[src/rtl/ac_pkg.sv]
// Shared definitions for the serial receiver: output-register state
// encoding and a ceiling-log2 helper used to size the bit counter.
package ac_pkg;

    typedef enum logic {
        ST_EMPTY = 1'b0,
        ST_FULL  = 1'b1
    } out_st_t;

    // ceil(log2(n)), never less than 1 so a counter always has a bit
    function automatic int clog2(input int n);
        int r;
        r = 0;
        for (int i = 0; i < 32; i++) begin
            if ((1 << r) < n) r = r + 1;
        end
        return (r < 1) ? 1 : r;
    endfunction

endpackage

[src/rtl/sipo_rx_if.sv]
// Serial input and parallel output handshake bundle for sipo_rx.
// The par_err wire only exists when SIPO_RX_PARITY_EN is defined.
interface sipo_rx_if #(parameter int w = 4);

    logic         sin;
    logic         sin_vld;
    logic [w-1:0] data_out;
    logic         out_vld;
    logic         out_rdy;
    logic         ovr;
`ifdef SIPO_RX_PARITY_EN
    logic         par_err;
`endif

`ifdef SIPO_RX_PARITY_EN
    modport master (output sin, sin_vld, out_rdy,
                    input  data_out, out_vld, ovr, par_err);
    modport slave  (input  sin, sin_vld, out_rdy,
                    output data_out, out_vld, ovr, par_err);
`else
    modport master (output sin, sin_vld, out_rdy,
                    input  data_out, out_vld, ovr);
    modport slave  (input  sin, sin_vld, out_rdy,
                    output data_out, out_vld, ovr);
`endif

endinterface

[src/rtl/sipo_shreg.sv]
// w-bit right-shift register: new bits enter at the MSB so the first
// bit received ends up in bit 0 after w shifts.
module sipo_shreg #(
    parameter int           w       = 4,
    parameter logic [w-1:0] rst_val = '0
) (
    input  logic         clk,
    input  logic         rst_b,
    input  logic         i_clr,
    input  logic         i_en,
    input  logic         i_din,
    output logic [w-1:0] o_q
);

    logic [w-1:0] r_q;

    // shift right on enable; clear returns to the reset pattern
    always_ff @(posedge clk or negedge rst_b) begin
        if (!rst_b) begin
            r_q <= rst_val;
        end else if (i_clr) begin
            r_q <= rst_val;
        end else if (i_en) begin
            r_q <= {i_din, r_q[w-1:1]};
        end
    end

    assign o_q = r_q;

endmodule

[src/rtl/sipo_rx.sv]
// Serial-in parallel-out receiver, LSB first, with a one-deep output
// register (valid/ready) and a sticky overrun flag.
// Optional: define SIPO_RX_PARITY_EN for w data bits + one even-parity
// bit per frame and a par_err output loaded alongside data_out.
//
// state    | meaning
// ST_EMPTY | output register holds no unconsumed word (out_vld = 0)
// ST_FULL  | output register holds a word awaiting out_rdy (out_vld = 1)
module sipo_rx
    import ac_pkg::*;
#(
    parameter int           w       = 4,
    parameter logic [w-1:0] rst_val = '0
) (
    input  logic     clk,
    input  logic     rst_b,
    input  logic     clr,
    sipo_rx_if.slave bus
);

`ifdef SIPO_RX_PARITY_EN
    localparam int           CW   = clog2(w + 1);
    localparam logic [CW-1:0] LAST = CW'(w);
`else
    localparam int           CW   = clog2(w);
    localparam logic [CW-1:0] LAST = CW'(w - 1);
`endif

    logic [CW-1:0] r_cnt;
    logic [w-1:0]  r_data;
    logic          r_ovr;
    out_st_t       r_state;
    out_st_t       w_state_nxt;
    logic          w_load;
    logic          w_set_ovr;
    logic          w_done;
    logic          w_shift;
    logic [w-1:0]  w_shreg;
    logic [w-1:0]  w_word;

`ifdef SIPO_RX_PARITY_EN
    logic          r_par_err;
    logic          w_par_err;

    // the parity bit completes the frame but is never shifted in
    assign w_shift   = bus.sin_vld && (r_cnt != LAST);
    assign w_word    = w_shreg;
    assign w_par_err = (^w_shreg) ^ bus.sin;
`else
    logic          w_unused_lsb;

    // the completing bit is folded in directly, so shreg bit 0 is
    // already shifted out by the time the word is assembled
    assign w_shift      = bus.sin_vld;
    assign w_word       = {bus.sin, w_shreg[w-1:1]};
    assign w_unused_lsb = w_shreg[0];
`endif

    assign w_done = bus.sin_vld && (r_cnt == LAST);

    sipo_shreg #(.w(w), .rst_val(rst_val)) u_shreg (
        .clk   (clk),
        .rst_b (rst_b),
        .i_clr (clr),
        .i_en  (w_shift),
        .i_din (bus.sin),
        .o_q   (w_shreg)
    );

    // bit counter, wraps at frame end; held while sin_vld is low
    always_ff @(posedge clk or negedge rst_b) begin
        if (!rst_b) begin
            r_cnt <= '0;
        end else if (clr) begin
            r_cnt <= '0;
        end else if (bus.sin_vld) begin
            r_cnt <= w_done ? '0 : r_cnt + 1'b1;
        end
    end

    // output FSM state register
    always_ff @(posedge clk or negedge rst_b) begin
        if (!rst_b) begin
            r_state <= ST_EMPTY;
        end else if (clr) begin
            r_state <= ST_EMPTY;
        end else begin
            r_state <= w_state_nxt;
        end
    end

    // next state, load strobe and overrun detection
    always_comb begin
        w_state_nxt = r_state;
        w_load      = 1'b0;
        w_set_ovr   = 1'b0;
        case (r_state)
            ST_EMPTY: begin
                if (w_done) begin
                    w_load      = 1'b1;
                    w_state_nxt = ST_FULL;
                end
            end
            ST_FULL: begin
                if (w_done && bus.out_rdy) begin
                    w_load = 1'b1;
                end else if (w_done) begin
                    w_set_ovr = 1'b1;
                end else if (bus.out_rdy) begin
                    w_state_nxt = ST_EMPTY;
                end
            end
            default: w_state_nxt = ST_EMPTY;
        endcase
    end

    // output data register; clr leaves the last word visible
    always_ff @(posedge clk or negedge rst_b) begin
        if (!rst_b) begin
            r_data <= rst_val;
        end else if (!clr && w_load) begin
            r_data <= w_word;
        end
    end

`ifdef SIPO_RX_PARITY_EN
    // parity flag travels with its word
    always_ff @(posedge clk or negedge rst_b) begin
        if (!rst_b) begin
            r_par_err <= 1'b0;
        end else if (!clr && w_load) begin
            r_par_err <= w_par_err;
        end
    end

    assign bus.par_err = r_par_err;
`endif

    // sticky overrun flag
    always_ff @(posedge clk or negedge rst_b) begin
        if (!rst_b) begin
            r_ovr <= 1'b0;
        end else if (clr) begin
            r_ovr <= 1'b0;
        end else if (w_set_ovr) begin
            r_ovr <= 1'b1;
        end
    end

    assign bus.data_out = r_data;
    assign bus.out_vld  = (r_state == ST_FULL);
    assign bus.ovr      = r_ovr;

endmodule

[src/flat_wrapper.sv]
// flat-port wrapper written by rule: the top's interface ports become plain ports
module sipo_rx_flat import ac_pkg::*;
#(
    parameter int           w       = 4,
    parameter logic [w-1:0] rst_val = '0
)
  (clk, rst_b, clr, bus_sin, bus_sin_vld, bus_out_rdy, bus_data_out, bus_out_vld, bus_ovr);
  sipo_rx_if #(.w(w)) bus_i ();
  input  logic clk;
  input  logic rst_b;
  input  logic clr;
  input wire logic [$bits(bus_i.sin)-1:0] bus_sin;
  input wire logic [$bits(bus_i.sin_vld)-1:0] bus_sin_vld;
  input wire logic [$bits(bus_i.out_rdy)-1:0] bus_out_rdy;
  output wire logic [$bits(bus_i.data_out)-1:0] bus_data_out;
  output wire logic [$bits(bus_i.out_vld)-1:0] bus_out_vld;
  output wire logic [$bits(bus_i.ovr)-1:0] bus_ovr;
  assign bus_i.sin = bus_sin;
  assign bus_i.sin_vld = bus_sin_vld;
  assign bus_i.out_rdy = bus_out_rdy;
  assign bus_data_out = bus_i.data_out;
  assign bus_out_vld = bus_i.out_vld;
  assign bus_ovr = bus_i.ovr;
  sipo_rx #(.w(w), .rst_val(rst_val)) u_core (.clk(clk), .rst_b(rst_b), .clr(clr), .bus(bus_i));
endmodule
[config.mk]
export PLATFORM = sky130hd
export DESIGN_NAME = sipo_rx_flat
export DESIGN_NICKNAME = d
export VERILOG_FILES = /design/src/rtl/ac_pkg.sv /design/src/rtl/sipo_rx_if.sv /design/src/rtl/sipo_shreg.sv /design/src/rtl/sipo_rx.sv /design/src/flat_wrapper.sv
export SDC_FILE = /design/constraint.sdc
export NUM_CORES = 1
export LEC_CHECK = 0
export ABC_AREA = 1
export BUFFER_PORTS_ARGS = -buffer_cell sky130_fd_sc_hd__buf_2
export CORE_AREA = 4 4 41 43
export CTS_CLUSTER_SIZE = 12
export DETAILED_ROUTE_END_ITERATION = 6
export DIE_AREA = 0 0 45 47
export HOLD_SLACK_MARGIN = 0.06
export PLACE_DENSITY = 0.57
export SLEW_MARGIN = 20
export SYNTH_ARGS = -nofsm -noshare
export SYNTH_HDL_FRONTEND = slang
export SYNTH_SLANG_ARGS = --single-unit
[constraint.sdc]
create_clock -name clk -period 3.14 [get_ports clk]
set_clock_uncertainty 0.2 [all_clocks]
set_input_delay 0.157 -clock clk [delete_from_list [all_inputs] [get_ports clk]]
set_output_delay 0.157 -clock clk [all_outputs]
set_load 0.005 [all_outputs]
==> impl_metrics.toml <==
[routing]
finalWirelength_microns = 950
dr.pass1.iters = 4
drt_iter0_drc = 11
drc_errors = 0
vias_per_cell = 4.46
wl_per_cell_microns = 11.3
vias = 375
ant_nets = 0

[synthesis]
synth_top_cell_area_share = 0.598
ys_ff_latch = 11
syn_avg_cell_area_sq_um = 9.59
synth_area_sq_um = 460
postSynthCellCount = 48
synth_top_cell_by_area = "dfrtp_1"
yosysWarnings = 0
synth_nets = 55
synth.distinct_cells = 13
synth_area_leaders = "dfrtp_1 60%, nand2_1 9.8%, nand3_1 7.6%"
yosysSeqAreaShare = 0.598

[clock_network]
root_buffer = "clkbuf_4"
clockBufferDepth = 2
cts_hold_buf = 6
worstSkewPairLatency_ps = 260
htree_levels = 1
cts_tree = "built"
post_cts_buffers = 0
cts_buffers = 3
cts_resized = 0
clk_pin_slew_ps = 70
clock_sinks = 11

[final_layout]
multiInputGateArea_sq_um = 163
antenna_cells = 0
design_area_sq_um = 621
final_util = 0.477
syn2layout_area_growth_pct = 34.8
seq_area_sq_um = 275
fin_nets = 77
fillers = 138
final_common_cell = "nand2_1"
most-common-layout-cells = "12 x nand2_1, 11 x buf_2, 11 x dfrtp_1"
drive_gt1_frac = 0.246

[floorplan]
fp.coreArea_sq_um = 1300
ioPinCount = 12
start_util = 0.354
die-area_sq_um = 2120
fp-row-count = 13
dieWidth_microns = 45
die_h_microns = 47

[setup_path]
worstPathCellList = "dlygate4sd3_1 -> buf_2 -> xnor2_1 -> nor2_1 -> dlygate4sd3_1"
crit_buf_inv = 3
arrival_ps = 1610
slowest_delay_ps = 570
critPathTopFamily = "buffers and inverters"
worstSetupPathType = "input port to flop"
worstPathMaxFanout = 6
required_ps = 3090
cp_common_cell = "dlygate4sd3_1"
slowest_stage = "dlygate4sd3_1"
endpoint_kind = "flop"
rrSetupSlack_ps = 1650
regToRegEndpoint = "u_core.r_cnt[0]"
cp-startpoint = "bus_sin_vld"
startpoint_type = "input port"
r2r-start = "u_core.r_cnt[0]"
reg2reg_depth = 3

[power_and_ir_drop]
power.density_nw_per_um2 = 460
power_leakage_nw = 0.330
max-vdd-ir-drop_mv = 0.189

[global_routing]
grt_max_degree = 12
grt_pass1_vias = 363
grt-ovfl-total = 0
antenna_found_initial = 0
grt_pass1_wl_microns = 1580
grtUsageTotal = 0.113

[sta]
rsz0062_at_grt = "no"
drv_slew = 0
fin_tns_setup_ps = 0
setup_slack_ps = 1480
slew_headroom = 0.833
layout_min_cycle_time_ps = 1660
post-route-period-util = 0.530
hold_viol_final = 0
max_freq_ghz = 0.601
worst_pin_slew_ps = 250
setup-violations-final = 0

[placement]
postPlaceCellArea_sq_um = 534
portBuffers = 11
dp_hpwl_microns = 630
finalWeightedCongestion = 0.685
dp_worst_setup_slack_ps = 1890

[outcome]
run_status = "completed"

[run]
cap_violations = 0

[worst_hold_path]
hold_path.class = "input port to asynchronous set/reset pin"
-- sequential cells by signal, summed over array words and instances, names as in the netlist --
signal	count
u_core.bus.ovr	1
u_core.bus.data_out	4
u_core.bus.out_vld	1
u_core.r_cnt	2
u_core.u_shreg.o_q	3
-- cell families after synthesis --
group | synth area share
adders and majority gates | 0.0272
xor gates and xnor gates | 0.0190
AOI/OAI and AO/OA | 0.0598
buffers and inverters | 0.0489
DFF | 0.598
and+or+nand+nor | 0.247
-- per-stage QoR --
step                hold WS, ps  total power [mW]  cells
floorplan                  -339             0.170     48
global placement           -160             0.185     74
detailed placement         -158             0.185     74
CTS                        96.3             0.287     84
global route                111             0.303     84
finish                     94.5             0.285     84
-- per-layer routing --
metal,GRT usage,share of wire,up-vias
li1,-,-,197
met3,0.0268,0.057,4
met1,0.128,0.42,165
met4,0.0877,0.022,0
met5,0,0,-
met2,0.184,0.50,9
-- worst max path at each step --
| stage | endpoint | slack [ps] | depth (start not counted) |
|---|---|---|---|
| global route | u_core.r_cnt[0] | 1440 | 5 |
| finish | u_core.r_cnt[0] | 1480 | 5 |
| global placement | u_core.bus.data_out[0] | 1900 | 6 |
| detailed placement | u_core.bus.data_out[0] | 1890 | 6 |
| CTS | u_core.r_cnt[0] | 1500 | 5 |
| floorplan | u_core.bus.data_out[0] | 1960 | 6 |
-- report_power, final --
group	internal (mW)	leakage, nW	switching (mW)
clock network	0.0491	0.0150	0.0473
registers	0.150	0.150	0.00474
logic	0.0174	0.165	0.0170
-- area by class of cell --
type,instances,share of cell area
Sequential cell,11,0.444
Multi-Input combinational cell,31,0.262
Timing Repair Buffer,17,0.185
Clock buffer,4,0.0423
Inverter,6,0.0363
Tap cell,15,0.0302
-- cells in the mapped netlist --
library cell,count
dfrtp_1,11
nor2_1,1
a21oi_1,1
nand3_1,7
xnor2_1,1
o22ai_1,2
nand2_1,12
inv_1,6
or2_1,1
nand2_2,2
o21ai_1,2
nor2_4,1
ha_1,1
Power figures use the tool's default switching activity.
